--- config.mk ---
export PLATFORM = sky130hd
export DESIGN_NAME = conv3x3_sequencer
export DESIGN_NICKNAME = d
export VERILOG_FILES = /design/src/rtl/conv3x3_sequencer.sv
export SDC_FILE = /design/constraint.sdc
export NUM_CORES = 1
export LEC_CHECK = 0
export CAP_MARGIN = 10
export CORE_UTILIZATION = 49
export DETAILED_ROUTE_END_ITERATION = 10
export GPL_TIMING_DRIVEN = 0
export PLACE_DENSITY = 0.79
export SLEW_MARGIN = 10
export SYNTH_ARGS = -nofsm -noshare
export SYNTH_HDL_FRONTEND = slang
export SYNTH_SLANG_ARGS = --single-unit
--- constraint.sdc ---
create_clock -name clk -period 3.5 [get_ports clk]
set_input_delay 1.05 -clock clk [delete_from_list [all_inputs] [get_ports clk]]
set_output_delay 1.05 -clock clk [all_outputs]
set_load 0.01 [all_outputs]
--- src/rtl/conv3x3_sequencer.sv ---
// conv3x3_sequencer
// Feeds a 3x3 convolution datapath from a raster-order pixel stream.
// It loads the filter once with conv_state=1. It then presents one 72-bit
// window per accepted pixel. It reports the datapath psum only for windows
// that lie fully inside the image, and it pulses done at the end of a frame.
// Ports:
//   clk, rst          clock, synchronous active-high reset
//   start, cfg_filter frame start (sampled in IDLE) and filter weights
//   pix_valid/ready   input pixel handshake, pix_data 8-bit unsigned
//   conv_state        1 = filter load, 0 = compute (to datapath `state`)
//   conv_filter       latched weights (to datapath `filter_in`)
//   conv_ifmap        current 3x3 window (to datapath `ifmap_in`)
//   conv_psum         datapath result (from `psumOut`)
//   out_valid/data    psum strobe and value, out_last on the frame's last one
//   busy, done        not-IDLE flag, one-cycle end-of-frame pulse
module conv3x3_sequencer #(
  parameter int IMG_W      = 8,
  parameter int IMG_H      = 8,
  parameter int PE_LATENCY = 1
) (
  input  logic        clk,
  input  logic        rst,
  input  logic        start,
  input  logic [71:0] cfg_filter,
  input  logic        pix_valid,
  input  logic [7:0]  pix_data,
  output logic        pix_ready,
  output logic        conv_state,
  output logic [71:0] conv_filter,
  output logic [71:0] conv_ifmap,
  input  logic [15:0] conv_psum,
  output logic        out_valid,
  output logic [15:0] out_data,
  output logic        out_last,
  output logic        busy,
  output logic        done
);

  localparam int CW = $clog2(IMG_W);
  localparam int RW = $clog2(IMG_H);
  localparam int DW = $clog2(PE_LATENCY + 1);

  typedef enum logic [2:0] {S_IDLE, S_LOAD, S_STREAM, S_DRAIN, S_DONE} state_e;

  state_e          state_q, state_d;
  logic [RW-1:0]   row_q, row_d;
  logic [CW-1:0]   col_q, col_d;
  logic [DW-1:0]   drain_q, drain_d;
  logic [71:0]     filter_q;
  logic [7:0]      win_q [3][3];            // [row][col], row 0 = top
  logic [7:0]      lb0 [IMG_W];             // previous row
  logic [7:0]      lb1 [IMG_W];             // row before that
  // Stage 0 is aligned with the conv_ifmap update; stage PE_LATENCY lines up
  // with the matching conv_psum.
  logic [PE_LATENCY:0] vld_q, last_q;

  logic accept, wvalid, wlast;

  assign accept = (state_q == S_STREAM) && pix_valid;
  assign wvalid = accept && (row_q >= RW'(2)) && (col_q >= CW'(2));
  assign wlast  = wvalid && (row_q == RW'(IMG_H - 1)) && (col_q == CW'(IMG_W - 1));

  always_comb begin
    state_d    = state_q;
    row_d      = row_q;
    col_d      = col_q;
    drain_d    = drain_q;
    pix_ready  = 1'b0;
    conv_state = 1'b0;
    busy       = (state_q != S_IDLE);
    done       = 1'b0;
    case (state_q)
      S_IDLE: begin
        if (start) begin
          state_d = S_LOAD;
          row_d   = '0;
          col_d   = '0;
        end
      end
      S_LOAD: begin
        conv_state = 1'b1;
        state_d    = S_STREAM;
      end
      S_STREAM: begin
        pix_ready = 1'b1;
        if (accept) begin
          if (col_q == CW'(IMG_W - 1)) begin
            col_d = '0;
            row_d = row_q + RW'(1);
            if (row_q == RW'(IMG_H - 1)) begin
              state_d = S_DRAIN;
              drain_d = '0;
            end
          end else begin
            col_d = col_q + CW'(1);
          end
        end
      end
      S_DRAIN: begin
        if (drain_q == DW'(PE_LATENCY)) state_d = S_DONE;
        else                            drain_d = drain_q + DW'(1);
      end
      S_DONE: begin
        done    = 1'b1;
        state_d = S_IDLE;
      end
      default: state_d = S_IDLE;
    endcase
  end

  always_comb begin
    conv_ifmap = '0;
    for (int unsigned r = 0; r < 3; r++)
      for (int unsigned c = 0; c < 3; c++)
        conv_ifmap[71 - 8*(3*r + c) -: 8] = win_q[r][c];
  end

  assign conv_filter = filter_q;
  assign out_valid   = vld_q[PE_LATENCY];
  assign out_last    = last_q[PE_LATENCY];
  // The psum is passed through in the strobe cycle so it lines up exactly
  // PE_LATENCY cycles after the window was presented.
  assign out_data    = out_valid ? conv_psum : '0;

  always_ff @(posedge clk) begin
    if (rst) begin
      state_q  <= S_IDLE;
      row_q    <= '0;
      col_q    <= '0;
      drain_q  <= '0;
      filter_q <= '0;
      vld_q    <= '0;
      last_q   <= '0;
      for (int unsigned r = 0; r < 3; r++)
        for (int unsigned c = 0; c < 3; c++)
          win_q[r][c] <= '0;
    end else begin
      state_q <= state_d;
      row_q   <= row_d;
      col_q   <= col_d;
      drain_q <= drain_d;
      vld_q   <= {vld_q[PE_LATENCY-1:0], wvalid};
      last_q  <= {last_q[PE_LATENCY-1:0], wlast};
      if (state_q == S_IDLE && start) begin
        filter_q <= cfg_filter;
        for (int unsigned r = 0; r < 3; r++)
          for (int unsigned c = 0; c < 3; c++)
            win_q[r][c] <= '0;
      end else if (accept) begin
        for (int unsigned r = 0; r < 3; r++) begin
          win_q[r][0] <= win_q[r][1];
          win_q[r][1] <= win_q[r][2];
        end
        win_q[0][2] <= lb1[col_q];
        win_q[1][2] <= lb0[col_q];
        win_q[2][2] <= pix_data;
      end
    end
  end

  // Line buffers are never cleared: rows 0-1 of each frame rewrite them
  // before any valid window reads them.
  always_ff @(posedge clk) begin
    if (accept) begin
      lb1[col_q] <= lb0[col_q];
      lb0[col_q] <= pix_data;
    end
  end

endmodule

==> impl_results.rst <==
.. list-table::
   :header-rows: 1

   * - Metric
     - Value
   * - Worst-skew pair later-pin latency
     - 0.55 ns
   * - Maximum clock insertion buffer count
     - 3
   * - Post-detailed-placement half-perimeter wirelength
     - 19.7 mm
   * - Critical Path Sink
     - pix_ready
   * - Grt ovf
     - 0
   * - Global-route usage over all layers
     - 23.6%
   * - Number of top-level pins
     - 266
   * - Effective utilization at floorplan
     - 50.0%
   * - Main combinational cell family by area after synthesis
     - simple AND/OR/NAND/NOR gates
   * - Tightest Pin Transition
     - 0.884 ns
   * - Path depth of the worst reg2reg path
     - 5
   * - Net count after synthesis
     - 896
   * - Synthesized-area fraction occupied by ao, oa, aoi and oai cells
     - 5.70%
   * - FF+latch count, synth
     - 289
   * - Via density per instance
     - 5.27
   * - Number of hold-repair buffers added at the cts stage
     - 0
   * - Critical register-to-register path startpoint
     - state_q[1]
   * - Endpoint of the worst-slack reg-to-reg timing path
     - lb1[1][7]
   * - Die X-Extent
     - 151 um
   * - Setup Slack @ Placement
     - -0.162 ns
   * - Number of global-route vias before repair
     - 7301
   * - Full die area
     - 22900 um2
   * - Adder and majority gate portion of the synthesized area
     - 0.688%
   * - Number of antenna-violating nets in the routed design
     - 0
   * - Leakage power
     - 5.30 nW
   * - Number of cell rows
     - 54
   * - Clock buffers created by TritonCTS
     - 29
   * - Fraction of final layout cells with drive strength greater than 1
     - 11.7%
   * - Utilization after layout
     - 68.9%
   * - Post-CTS Setup Inserts
     - 0
   * - Placer congestion estimate
     - 0.832
   * - Overall die height
     - 151 um
   * - Setup TNS
     - 0 ns
   * - Final-stage net count
     - 1201
   * - Share of cell area taken by muxes after synthesis
     - 6.82%
   * - Arrival time at the worst endpoint
     - 2.21 ns
   * - Total DRC errors in the routed layout
     - 0
   * - WL/cell
     - 19.7 um
   * - Startpoint of the worst setup timing path
     - state_q[2]
   * - Maximum achievable frequency
     - 307 MHz
   * - Clk root buf
     - sky130_fd_sc_hd__clkbuf_16
   * - Fraction of synthesized cell area in xor and xnor cells
     - 0%
   * - # diodes
     - 0
   * - Synth Instances
     - 790
   * - Most frequent cells in the layout
     - sky130_fd_sc_hd__clkdlybuf4s50_1 (264), sky130_fd_sc_hd__edfxtp_1 (200), sky130_fd_sc_hd__nand2_1 (148), sky130_fd_sc_hd__dfxtp_1 (89), sky130_fd_sc_hd__a21oi_1 (75)
   * - Min Tclk post-route
     - 3.26 ns
   * - Antenna violations before repair
     - 0
   * - Netlist cell types
     - 41
   * - CTS H-Tree Depth
     - 1
   * - Setup repair after global routing missed its margin
     - no
   * - Maximum resistive drop on vdd
     - 0.000337 V
   * - Fillers
     - 1457
   * - Commonest non-fill, non-tap cell in the layout
     - sky130_fd_sc_hd__clkdlybuf4s50_1
   * - Type of the setup path with the least slack
     - flop to primary output
   * - Worst Skew
     - 0.0167 ns
   * - Count of maximum capacitance violations
     - 0
   * - Placed cell count
     - 1344
   * - Final-report max-slew violation count
     - 0
   * - Per-instance average area after synthesis
     - 13.8 um2
   * - Non-filler cells in the finished layout
     - 1395
   * - Final worst setup slack
     - 0.242 ns
   * - Number of design-rule violations left by the first detailed-router iteration
     - 442
   * - Post-placement cell area
     - 14100 um2
   * - Detailed-route wire length
     - 27.4 mm
   * - Largest net degree at the start of global routing
     - 35
   * - Worst min-delay path class
     - flop to flop
   * - Sinks on Clock Net
     - 289
   * - Reg2reg setup slack
     - 1.01 ns
   * - Cell Pwr Density
     - 524 nW/um2
   * - Clock transition at the registers of the reported paths
     - 0.06 ns
   * - Layout area overhead
     - 37.8%
   * - Proportion of synthesized chip area in sequential cells
     - 71.4%
   * - Final instance area
     - 15000 um2
   * - Via count
     - 7357
   * - Data required, critical path
     - 2.45 ns
   * - Initial DRT Pass Iterations
     - 5
   * - Largest fanout of any net on the critical path
     - 10
   * - Input/output buffers
     - 264
   * - Post-Synth Simple-Gate Area
     - 12.6%
   * - Yosys warnings
     - 0
   * - # setup viols final
     - 0
   * - Quantity of gates resized following cts
     - 0
   * - Post-route worst hold slack
     - 0.453 ns
   * - CTS tree
     - yes
   * - Wire length of the first global-routing pass
     - 40.3 mm
   * - Core box area
     - 21800 um2
   * - Crit start category
     - flop
   * - Final Cycle Share
     - 93.1%
   * - Overall power consumption
     - 7.87 mW
   * - Number of hold violations in the final report
     - 0
   * - Synthesized area
     - 10900 um2
   * - Slew HR
     - 40.7%
   * - Status
     - finished clean
   * - Endpoint type of the worst setup path
     - primary output
## power by group
part / total [mW] / internal (mW) / leakage [nW] / switching, mW
sequential: 3.88 / 3.81 / 2.67 / 0.0702
clock: 3.14 / 1.90 / 0.478 / 1.24
combinational: 0.852 / 0.447 / 2.15 / 0.404
## layout make-up
| type | count | area (um2) | share of cell area [%] |
|---|---|---|---|
| Tap cell | 280 | 350 | 2.33 |
| Multi-Input combinational cell | 449 | 2840 | 18.9 |
| Sequential cell | 289 | 7790 | 51.8 |
| Clock inverter | 11 | 160 | 1.07 |
| Timing Repair Buffer | 274 | 2780 | 18.5 |
| Buffer | 47 | 284 | 1.89 |
| Clock buffer | 40 | 808 | 5.38 |
| Inverter | 5 | 18.8 | 0.125 |
## worst min path at each step
stage / cells after the start / slack [ns] / endpoint / from
after CTS: 2 / 0.45 / conv_filter[33] / conv_filter[33]
after global placement: 1 / 0.43 / last_q[1] / last_q[0]
after floorplan: 1 / 0.41 / last_q[1] / last_q[0]
after detailed placement: 2 / 0.45 / conv_filter[33] / conv_filter[33]
final: 2 / 0.45 / conv_filter[33] / conv_filter[33]
after global routing: 1 / 0.46 / last_q[1] / last_q[0]
## critical path, stage by stage (launching register included)
cell and delay, ns:
sky130_fd_sc_hd__dfxtp_1 0.32, sky130_fd_sc_hd__clkbuf_1 0.20, sky130_fd_sc_hd__or3b_1 0.48, sky130_fd_sc_hd__inv_1 0.09
sky130_fd_sc_hd__clkdlybuf4s50_1 0.58
## Yosys cell counts, drive strengths merged
cell,instances,share of area [%]
a21boi,1,0.069
a21oi,75,3.4
a22o,18,1.4
a31oi,2,0.11
and2,72,4.1
buf,29,2.0
clkbuf,18,0.64
dfxtp,89,16
edfxtp,200,55
ha,6,0.69
inv,5,0.17
mux2,19,2.0
mux2i,17,1.6
mux4,16,3.3
nand2,148,5.1
nand2b,6,0.34
nand3,1,0.046
nand3b,3,0.21
nand4bb,1,0.10
nor2,20,0.76
nor2b,6,0.34
nor3,15,0.73
nor3b,3,0.25
nor4,2,0.11
nor4b,2,0.16
o21ai,2,0.092
o22ai,8,0.46
o2bb2ai,1,0.080
or2,2,0.11
or3,1,0.057
or3b,1,0.080
or4b,1,0.092
## logic make-up after synthesis
| kind of cell | count (synthesis) |
|---|---|
| flip-flops | 289 |
| buffers and inverters | 52 |
| multiplexers | 52 |
| adder cells (fa/ha/maj) | 6 |
| AO/OA/AOI/OAI | 107 |
| AND/OR/NAND/NOR | 284 |
## state kept, by name, indices dropped and copies added, names as in the netlist, named ones only
| name | cells |
|---|---|
| col_q | 3 |
| conv_filter | 72 |
| drain_q | 1 |
| last_q | 2 |
| lb0 | 64 |
| lb1 | 64 |
| row_q | 3 |
| state_q | 3 |
| vld_q | 2 |
| win_q | 72 |
## layer usage
layer | track usage, % | vias to the layer above | wire length (um)
li1 | - | 3435 | -
met2 | 41.8 | 265 | 14000
met4 | 8.65 | 0 | 831
met3 | 4.82 | 64 | 1920
met1 | 28.4 | 3593 | 10700
met5 | 0 | - | 0
Note: power is estimated with default switching activity, not from simulation.
